## config.mk

```make
export PLATFORM = sky130hd
export DESIGN_NAME = accel_dir_seq
export DESIGN_NICKNAME = d
export VERILOG_FILES = /design/src/rtl/lis3dh_pkg.sv /design/src/rtl/accel_dir_seq_cycle_timer.sv /design/src/rtl/accel_dir_seq.sv
export SDC_FILE = /design/constraint.sdc
export NUM_CORES = 1
export LEC_CHECK = 0
export ABC_AREA = 1
export CORE_UTILIZATION = 45
export CTS_CLUSTER_DIAMETER = 200
export DETAILED_ROUTE_END_ITERATION = 7
export GPL_TIMING_DRIVEN = 0
export PLACE_DENSITY = 0.7
export SYNTH_ARGS = -nofsm -noshare
export SYNTH_HDL_FRONTEND = slang
export SYNTH_HIERARCHICAL = 1
export SYNTH_SLANG_ARGS = --single-unit
```

## constraint.sdc

```tcl
create_clock -name CLK12M -period 4.4 [get_ports CLK12M]
set_input_delay 0.88 -clock CLK12M [delete_from_list [all_inputs] [get_ports CLK12M]]
set_output_delay 0.88 -clock CLK12M [all_outputs]
set_load 0.005 [all_outputs]
```

## src/rtl/lis3dh_pkg.sv

```systemverilog
// LIS3DH register map, command constants and sequencer state types shared by
// the accelerometer bring-up/poll sequencer.
package lis3dh_pkg;

  localparam logic [7:0] REG_WHO_AM_I  = 8'h0F;
  localparam logic [7:0] REG_CTRL_REG1 = 8'h20;
  localparam logic [7:0] REG_OUT_X_H   = 8'h29;

  localparam logic [7:0] RD_BIT        = 8'h80;
  localparam logic [7:0] WHO_AM_I_ID   = 8'h33;
  localparam logic [7:0] CTRL_REG1_VAL = 8'h77;  // 400 Hz, X/Y/Z enabled

  // Every transfer is one command byte plus one data byte.
  localparam logic [5:0] XFER_NBITS = 6'd15;

  typedef enum logic [2:0] {
    ST_BOOT,
    ST_ID,
    ST_ID_CHK,
    ST_CFG,
    ST_IDLE,
    ST_RDX,
    ST_UPD,
    ST_ERROR
  } seq_state_t;

  // Handshake position inside ID, CFG and RDX.
  typedef enum logic [1:0] {
    PH_REQ,   // waiting for spi_ready to issue the request pulse
    PH_ACK,   // request sent, waiting for spi_ready to drop
    PH_DONE   // transfer running, waiting for spi_ready to return
  } xfer_phase_t;

  function automatic logic [31:0] spi_word(input logic [7:0] cmd, input logic [7:0] wdata);
    return {16'h0000, cmd, wdata};
  endfunction

endpackage

```

## src/rtl/accel_dir_seq_cycle_timer.sv

```systemverilog
// Loadable down-counter with a one-cycle done pulse. A count of zero means
// "not started": the first enabled cycle takes load_val_i as the remaining
// cycle count, so done_o fires in the load_val_i-th enabled cycle.
module cycle_timer #(
  parameter int W = 32
) (
  input  logic         CLK12M,
  input  logic         nrst,
  input  logic         en_i,
  input  logic [W-1:0] load_val_i,
  output logic         done_o
);

  logic [W-1:0] cnt_q, cnt_d;
  logic [W-1:0] remain;

  // Remaining-cycle bookkeeping; dropping enable discards any partial count.
  always_comb begin
    remain = (cnt_q == '0) ? load_val_i : cnt_q;
    done_o = en_i && (remain <= W'(1));
    cnt_d  = '0;
    if (en_i && (remain > W'(1))) cnt_d = remain - W'(1);
  end

  // Counter register.
  always_ff @(posedge CLK12M or negedge nrst) begin
    if (!nrst) cnt_q <= '0;
    else       cnt_q <= cnt_d;
  end

endmodule

```

## src/rtl/accel_dir_seq.sv

```systemverilog
// LIS3DH bring-up and X-axis poll sequencer. Reads WHO_AM_I (with retries),
// writes CTRL_REG1, then periodically reads OUT_X_H and derives a
// hysteresis-filtered swing direction for the POV scroller.
module accel_dir_seq
  import lis3dh_pkg::*;
#(
  parameter int BOOT_CYC  = 60000,
  parameter int POLL_CYC  = 12000,
  parameter int THR       = 16,
  parameter int MAX_RETRY = 3
) (
  input  logic        CLK12M,
  input  logic        nrst,
  output logic [31:0] spi_mosi_data,
  input  logic [31:0] spi_miso_data,
  output logic [5:0]  spi_nbits,
  output logic        spi_request,
  input  logic        spi_ready,
  output logic        direction,
  output logic [7:0]  accel_x,
  output logic        sensor_ok,
  output logic        sensor_err
);

  seq_state_t         state_q, state_d;
  xfer_phase_t        phase_q, phase_d;
  logic [31:0]        mosi_q, mosi_d;
  logic [5:0]         nbits_q, nbits_d;
  logic               req_q, req_d;
  logic               dir_q, dir_d;
  logic signed [7:0]  ax_q, ax_d;
  logic               ok_q, ok_d;
  logic               err_q, err_d;
  logic [7:0]         retry_q, retry_d;
  logic [7:0]         id_q, id_d;

  logic               xfer_done;
  logic               tmr_en;
  logic [31:0]        tmr_len;
  logic               tmr_done;

  // Only the low byte of a 16-bit transfer carries register data.
  logic               unused_miso;
  assign unused_miso = ^spi_miso_data[31:8];

  // Hysteresis on the signed sample; 9-bit extension keeps -128/+127 exact.
  function automatic logic dir_next(input logic signed [7:0] x, input logic cur);
    logic signed [8:0] xe;
    logic signed [8:0] thr;
    xe  = {x[7], x};
    thr = 9'(THR);
    if (xe > thr)       return 1'b1;
    else if (xe < -thr) return 1'b0;
    else                return cur;
  endfunction

  assign tmr_en  = (state_q == ST_BOOT) || (state_q == ST_IDLE);
  assign tmr_len = (state_q == ST_BOOT) ? 32'(BOOT_CYC) : 32'(POLL_CYC);

  cycle_timer #(.W(32)) u_timer (
    .CLK12M     (CLK12M),
    .nrst       (nrst),
    .en_i       (tmr_en),
    .load_val_i (tmr_len),
    .done_o     (tmr_done)
  );

  // SPI handshake, sequencing and output next-state logic.
  always_comb begin
    state_d   = state_q;
    phase_d   = phase_q;
    mosi_d    = mosi_q;
    nbits_d   = nbits_q;
    req_d     = 1'b0;
    dir_d     = dir_q;
    ax_d      = ax_q;
    ok_d      = ok_q;
    err_d     = err_q;
    retry_d   = retry_q;
    id_d      = id_q;
    xfer_done = 1'b0;

    // Shared handshake for the three transfer states; the command word is
    // already on spi_mosi_data before the request is raised.
    if ((state_q == ST_ID) || (state_q == ST_CFG) || (state_q == ST_RDX)) begin
      case (phase_q)
        PH_REQ:  if (spi_ready) begin
                   req_d   = 1'b1;
                   phase_d = PH_ACK;
                 end
        PH_ACK:  if (!spi_ready) phase_d = PH_DONE;
        PH_DONE: if (spi_ready) begin
                   xfer_done = 1'b1;
                   phase_d   = PH_REQ;
                 end
        default: phase_d = PH_REQ;
      endcase
    end

    case (state_q)
      ST_BOOT: if (tmr_done) begin
        state_d = ST_ID;
        mosi_d  = spi_word(REG_WHO_AM_I | RD_BIT, 8'h00);
        nbits_d = XFER_NBITS;
      end
      ST_ID: if (xfer_done) begin
        id_d    = spi_miso_data[7:0];
        state_d = ST_ID_CHK;
      end
      ST_ID_CHK: begin
        if (id_q == WHO_AM_I_ID) begin
          state_d = ST_CFG;
          mosi_d  = spi_word(REG_CTRL_REG1, CTRL_REG1_VAL);
        end else begin
          retry_d = retry_q + 8'd1;
          if (retry_q + 8'd1 == 8'(MAX_RETRY)) begin
            state_d = ST_ERROR;
            err_d   = 1'b1;
            dir_d   = 1'b0;
          end else begin
            state_d = ST_BOOT;
          end
        end
      end
      ST_CFG: if (xfer_done) begin
        ok_d    = 1'b1;
        state_d = ST_IDLE;
      end
      ST_IDLE: if (tmr_done) begin
        state_d = ST_RDX;
        mosi_d  = spi_word(REG_OUT_X_H | RD_BIT, 8'h00);
      end
      ST_RDX: if (xfer_done) begin
        ax_d    = $signed(spi_miso_data[7:0]);
        state_d = ST_UPD;
      end
      ST_UPD: begin
        dir_d   = dir_next(ax_q, dir_q);
        state_d = ST_IDLE;
      end
      ST_ERROR: begin
        err_d = 1'b1;
        dir_d = 1'b0;
      end
      default: state_d = ST_BOOT;
    endcase
  end

  // State and output registers; reset returns every output to zero at once.
  always_ff @(posedge CLK12M or negedge nrst) begin
    if (!nrst) begin
      state_q <= ST_BOOT;
      phase_q <= PH_REQ;
      mosi_q  <= '0;
      nbits_q <= '0;
      req_q   <= 1'b0;
      dir_q   <= 1'b0;
      ax_q    <= '0;
      ok_q    <= 1'b0;
      err_q   <= 1'b0;
      retry_q <= '0;
      id_q    <= '0;
    end else begin
      state_q <= state_d;
      phase_q <= phase_d;
      mosi_q  <= mosi_d;
      nbits_q <= nbits_d;
      req_q   <= req_d;
      dir_q   <= dir_d;
      ax_q    <= ax_d;
      ok_q    <= ok_d;
      err_q   <= err_d;
      retry_q <= retry_d;
      id_q    <= id_d;
    end
  end

  assign spi_mosi_data = mosi_q;
  assign spi_nbits     = nbits_q;
  assign spi_request   = req_q;
  assign direction     = dir_q;
  assign accel_x       = ax_q;
  assign sensor_ok     = ok_q;
  assign sensor_err    = err_q;

endmodule

```

==> results.sh <==
export IMPL_result_of_the_run="finished clean"
export IMPL_p_leak_nw=2.85
export IMPL_critPathMaxFanout=6
export IMPL_ioPinCount=85
export IMPL_maxCapViolCount=0
export IMPL_layout_cells_sized_above_1=0.131
export IMPL_place_port_buffers=38
export IMPL_cp_data_required_time_ns=4.65
export IMPL_antenna_left=0
export IMPL_combinational_family_with_the_most_area_after_synthesis="simple AND/OR/NAND/NOR gates"
export IMPL_cts_buffers_inserted=9
export IMPL_finish_net_count=796
export IMPL_p_int_mw=1.07
export IMPL_post_cts_resized_instances=0
export IMPL_routed_wl_um=10700
export IMPL_layout_area_overhead_vs_synth_pct=20.1
export IMPL_first_global_vias=4002
export IMPL_grt_start_max_net_pins=71
export IMPL_chipWidth_um=104
export IMPL_switching_share=0.361
export IMPL_drv_slew=0
export IMPL_power_frac_seq=0.446
export IMPL_fin_ws_ns=1.22
export IMPL_postCtsSetupRepairBufs=0
export IMPL_grt_overflow_total=0
export IMPL_placed_cells_incl_taps=879
export IMPL_core_rowCount=36
export IMPL_timing_final_crit_share=0.722
export IMPL_detailedRoute_firstPassIterationCount=5
export IMPL_synth_simple_area_share=0.349
export IMPL_cts_htree_levels=3
export IMPL_synthMuxAreaShare=0.0162
export IMPL_ctsHoldBuffers=0
export IMPL_cts_sink_count=70
export IMPL_ys_seq_elements=70
export IMPL_gp_routability_congestion=0.950
export IMPL_dieHeight_um=104
export IMPL_synth_area_in_compound_gates=0.0739
export IMPL_detailedRoute_firstIterationViolations=228
export IMPL_worst_relative_slew_slack=0.423
export IMPL_setup_violations_final=0
export IMPL_power_clock_fraction=0.299
export IMPL_min_delay_path_class="reg2reg"
export IMPL_grt_setup_unrepaired="false"
export IMPL_synth_seq_area_share=0.378
export IMPL_synthXorXnorAreaFrac=0.0321
export IMPL_timing_setup_critical_path_class="reg2reg"
export IMPL_place_ws_ns=1.28
export IMPL_period_needed_ns=3.18
export IMPL_tritoncts="yes"
export IMPL_initial_core_util=0.470
export IMPL_synth_adder_area_share=0.0108
export IMPL_average_detailed_routed_wire_length_per_instance_um=12.0
export IMPL_timing_worst_slew_pin_value_ns=0.866
export IMPL_worst_skew_pair_late_latency_ns=0.36
export IMPL_post_layout_nonfiller_instances=895
export IMPL_timing_critical_path_arrival_ns=3.42
export IMPL_fin_skew_ns=0.0124
export IMPL_number_of_different_library_cells_in_the_post_synthesis_netlist=35
export IMPL_clk_tree_root_cell="sky130_fd_sc_hd__clkbuf_8"
export IMPL_synth_yosys_warnings=6
export IMPL_utilization_of_the_core_after_routing=0.565
export IMPL_setup_tns_ns=0
export IMPL_worst_setup_path_end_kind="flop"
export IMPL_p_per_area_nw_per_um2=301
export IMPL_antenna_found_initial=0
export IMPL_drt_drc_violations_left=0
export IMPL_fp_dieArea_um2=10700
export IMPL_mappedNetlistArea_um2=4640
export IMPL_max_freq_mhz=315
export IMPL_report_final_hold_viol_count=0
export IMPL_cts_root_to_sink_buffers=2
export IMPL_antenna_cells_inserted=0
export IMPL_grt_first_pass_wirelength_um=18800
export IMPL_syn_area_per_cell_um2=7.08
export IMPL_clkSlewWorstSetupHoldPaths_ns=0.09
export IMPL_core_area_um2=9860
export IMPL_peakVddDrop_mv=0.248
export IMPL_drt_vias_per_instance=4.65
export IMPL_track_usage=0.219
export IMPL_most_common_layout_cells="sky130_fd_sc_hd__nand2_1 (188), sky130_fd_sc_hd__nor2_1 (100), sky130_fd_sc_hd__inv_1 (80)"
export IMPL_netSwitchingPower_mw=0.604
export IMPL_syn_inst=655
export IMPL_final_common_cell="sky130_fd_sc_hd__nand2_1"
export IMPL_num_vias=4160
export IMPL_start_kind="flop"
export IMPL_pwr_share_comb=0.255
export IMPL_final_fill_count=962
export IMPL_post_dp_hpwl_um=8380
-- kinds of logic (layout without fill, tap and decap cells) --
logic type | Yosys count | in the layout
compound gates | 65 | 65
xor+xnor | 17 | 17
fa+ha+maj | 4 | 4
buf+inv | 123 | 177
flops | 70 | 70
mux | 6 | 6
other cells | 2 | 55
simple gates | 368 | 368
-- synthesized netlist by cell type --
library cell	n	share of area
sky130_fd_sc_hd__nand3_2	2	0.0043
sky130_fd_sc_hd__nor4_1	1	0.0013
sky130_fd_sc_hd__a21oi_1	26	0.028
sky130_fd_sc_hd__o21ai_0	31	0.033
sky130_fd_sc_hd__buf_4	36	0.058
sky130_fd_sc_hd__nand2_4	1	0.0024
sky130_fd_sc_hd__nand4_1	8	0.011
sky130_fd_sc_hd__o21ai_1	1	0.0011
sky130_fd_sc_hd__or2_2	1	0.0013
sky130_fd_sc_hd__inv_1	80	0.065
sky130_fd_sc_hd__dfrtp_1	70	0.38
sky130_fd_sc_hd__conb_1	2	0.0016
sky130_fd_sc_hd__xor2_1	16	0.030
sky130_fd_sc_hd__nor2_2	18	0.024
sky130_fd_sc_hd__nand3b_1	11	0.018
sky130_fd_sc_hd__mux2_4	2	0.0065
sky130_fd_sc_hd__xnor2_1	1	0.0019
sky130_fd_sc_hd__or2_4	1	0.0019
sky130_fd_sc_hd__nor3_1	5	0.0054
sky130_fd_sc_hd__o21a_1	1	0.0016
sky130_fd_sc_hd__nand3_1	21	0.023
sky130_fd_sc_hd__nor3_4	2	0.0070
sky130_fd_sc_hd__a211oi_1	1	0.0016
sky130_fd_sc_hd__mux2_2	4	0.0097
sky130_fd_sc_hd__nand2_1	188	0.15
sky130_fd_sc_hd__ha_1	4	0.011
sky130_fd_sc_hd__nor2_8	1	0.0043
sky130_fd_sc_hd__a21o_1	1	0.0016
sky130_fd_sc_hd__nor2_1	100	0.081
sky130_fd_sc_hd__buf_8	1	0.0032
sky130_fd_sc_hd__nand2_2	7	0.0094
sky130_fd_sc_hd__buf_6	5	0.012
sky130_fd_sc_hd__nor2_4	1	0.0024
sky130_fd_sc_hd__o21bai_1	4	0.0065
sky130_fd_sc_hd__inv_2	1	0.00081
-- worst paths after layout --
path / startpoint / to / slack, ns / cells after the start
setup / recovery: state_q[0]$_DFFE_PN0P_ / spi_mosi_data[6]$_DFFE_PN0P_ / 1.22 / 15
hold / removal: sensor_err$_DFFE_PN0P_ / sensor_err$_DFFE_PN0P_ / 0.48 / 1
setup reg to reg: state_q[0]$_DFFE_PN0P_ / spi_mosi_data[6]$_DFFE_PN0P_ / 1.22 / 15
hold reg to reg: sensor_err$_DFFE_PN0P_ / sensor_err$_DFFE_PN0P_ / 0.48 / 1
max in group asynchronous: nrst / u_timer/cnt_q[28]$_DFF_PN0_ / 3.20 / 1
min in group asynchronous: nrst / id_q[6]$_DFFE_PN0P_ / 0.63 / 1
-- registers in the layout (all words and copies together), names as in the netlist --
register and count:
accel_x 8, direction 1, id_q 8, phase_q 2, retry_q 8, sensor_err 1
sensor_ok 1, spi_mosi_data 4, spi_nbits 1, spi_request 1, state_q 3, u_timer/cnt_q 32
-- final cells by class --
| cell class | instances | area, um^2 | share of cell area |
|---|---|---|---|
| timing repair buffer | 38 | 378 | 0.0678 |
| sequential | 70 | 1750 | 0.315 |
| tap | 133 | 166 | 0.0299 |
| multi-input combinational | 515 | 2440 | 0.438 |
| clock inverter | 7 | 63.8 | 0.0115 |
| inverter | 81 | 304 | 0.0546 |
| buffer | 42 | 342 | 0.0613 |
| clock buffer | 9 | 124 | 0.0222 |
-- per-layer routing --
layer / global-route usage / part of all wire / vias to the layer above
li1: - / - / 2151
met1: 0.297 / 0.47 / 1902
met2: 0.354 / 0.47 / 91
met3: 0.0384 / 0.047 / 16
met4: 0.0745 / 0.015 / 0
met5: 0 / 0 / -
-- through the flow --
stage	cell area (um^2)	hold WS [ns]	power, mW
final	5570	0.475	1.67
after global routing	5570	0.489	1.80
after CTS	5570	0.475	1.69
after detailed placement	5380	0.452	1.18
after global placement	5380	0.452	1.17
after floorplan	4840	0.451	1.07
-- power by group through the flow --
stage	Sequential, mW	Combinational (mW)	Clock (mW)
3_3_place_gp	0.756	0.414	0
4_1_cts	0.746	0.423	0.519
3_5_place_dp	0.759	0.419	0
5_1_grt	0.754	0.494	0.549
2_1_floorplan	0.748	0.325	0
6_report	0.746	0.427	0.500
-- critical path, stage by stage, from the launching register on --
cell and delay, ns:
sky130_fd_sc_hd__dfrtp_1 0.45, sky130_fd_sc_hd__nor2_1 0.31, sky130_fd_sc_hd__inv_1 0.14, sky130_fd_sc_hd__nor2_1 0.25, sky130_fd_sc_hd__inv_1 0.13, sky130_fd_sc_hd__a21oi_1 0.30, sky130_fd_sc_hd__nand2_1 0.14, sky130_fd_sc_hd__nor2_1 0.21
sky130_fd_sc_hd__nand3_1 0.12, sky130_fd_sc_hd__a21oi_1 0.17, sky130_fd_sc_hd__nand2_1 0.09, sky130_fd_sc_hd__nor2_1 0.14, sky130_fd_sc_hd__nor2_1 0.08, sky130_fd_sc_hd__a21oi_1 0.29, sky130_fd_sc_hd__nand2_1 0.12, sky130_fd_sc_hd__o21a_1 0.13
Note: power is estimated with default switching activity, not from simulation.
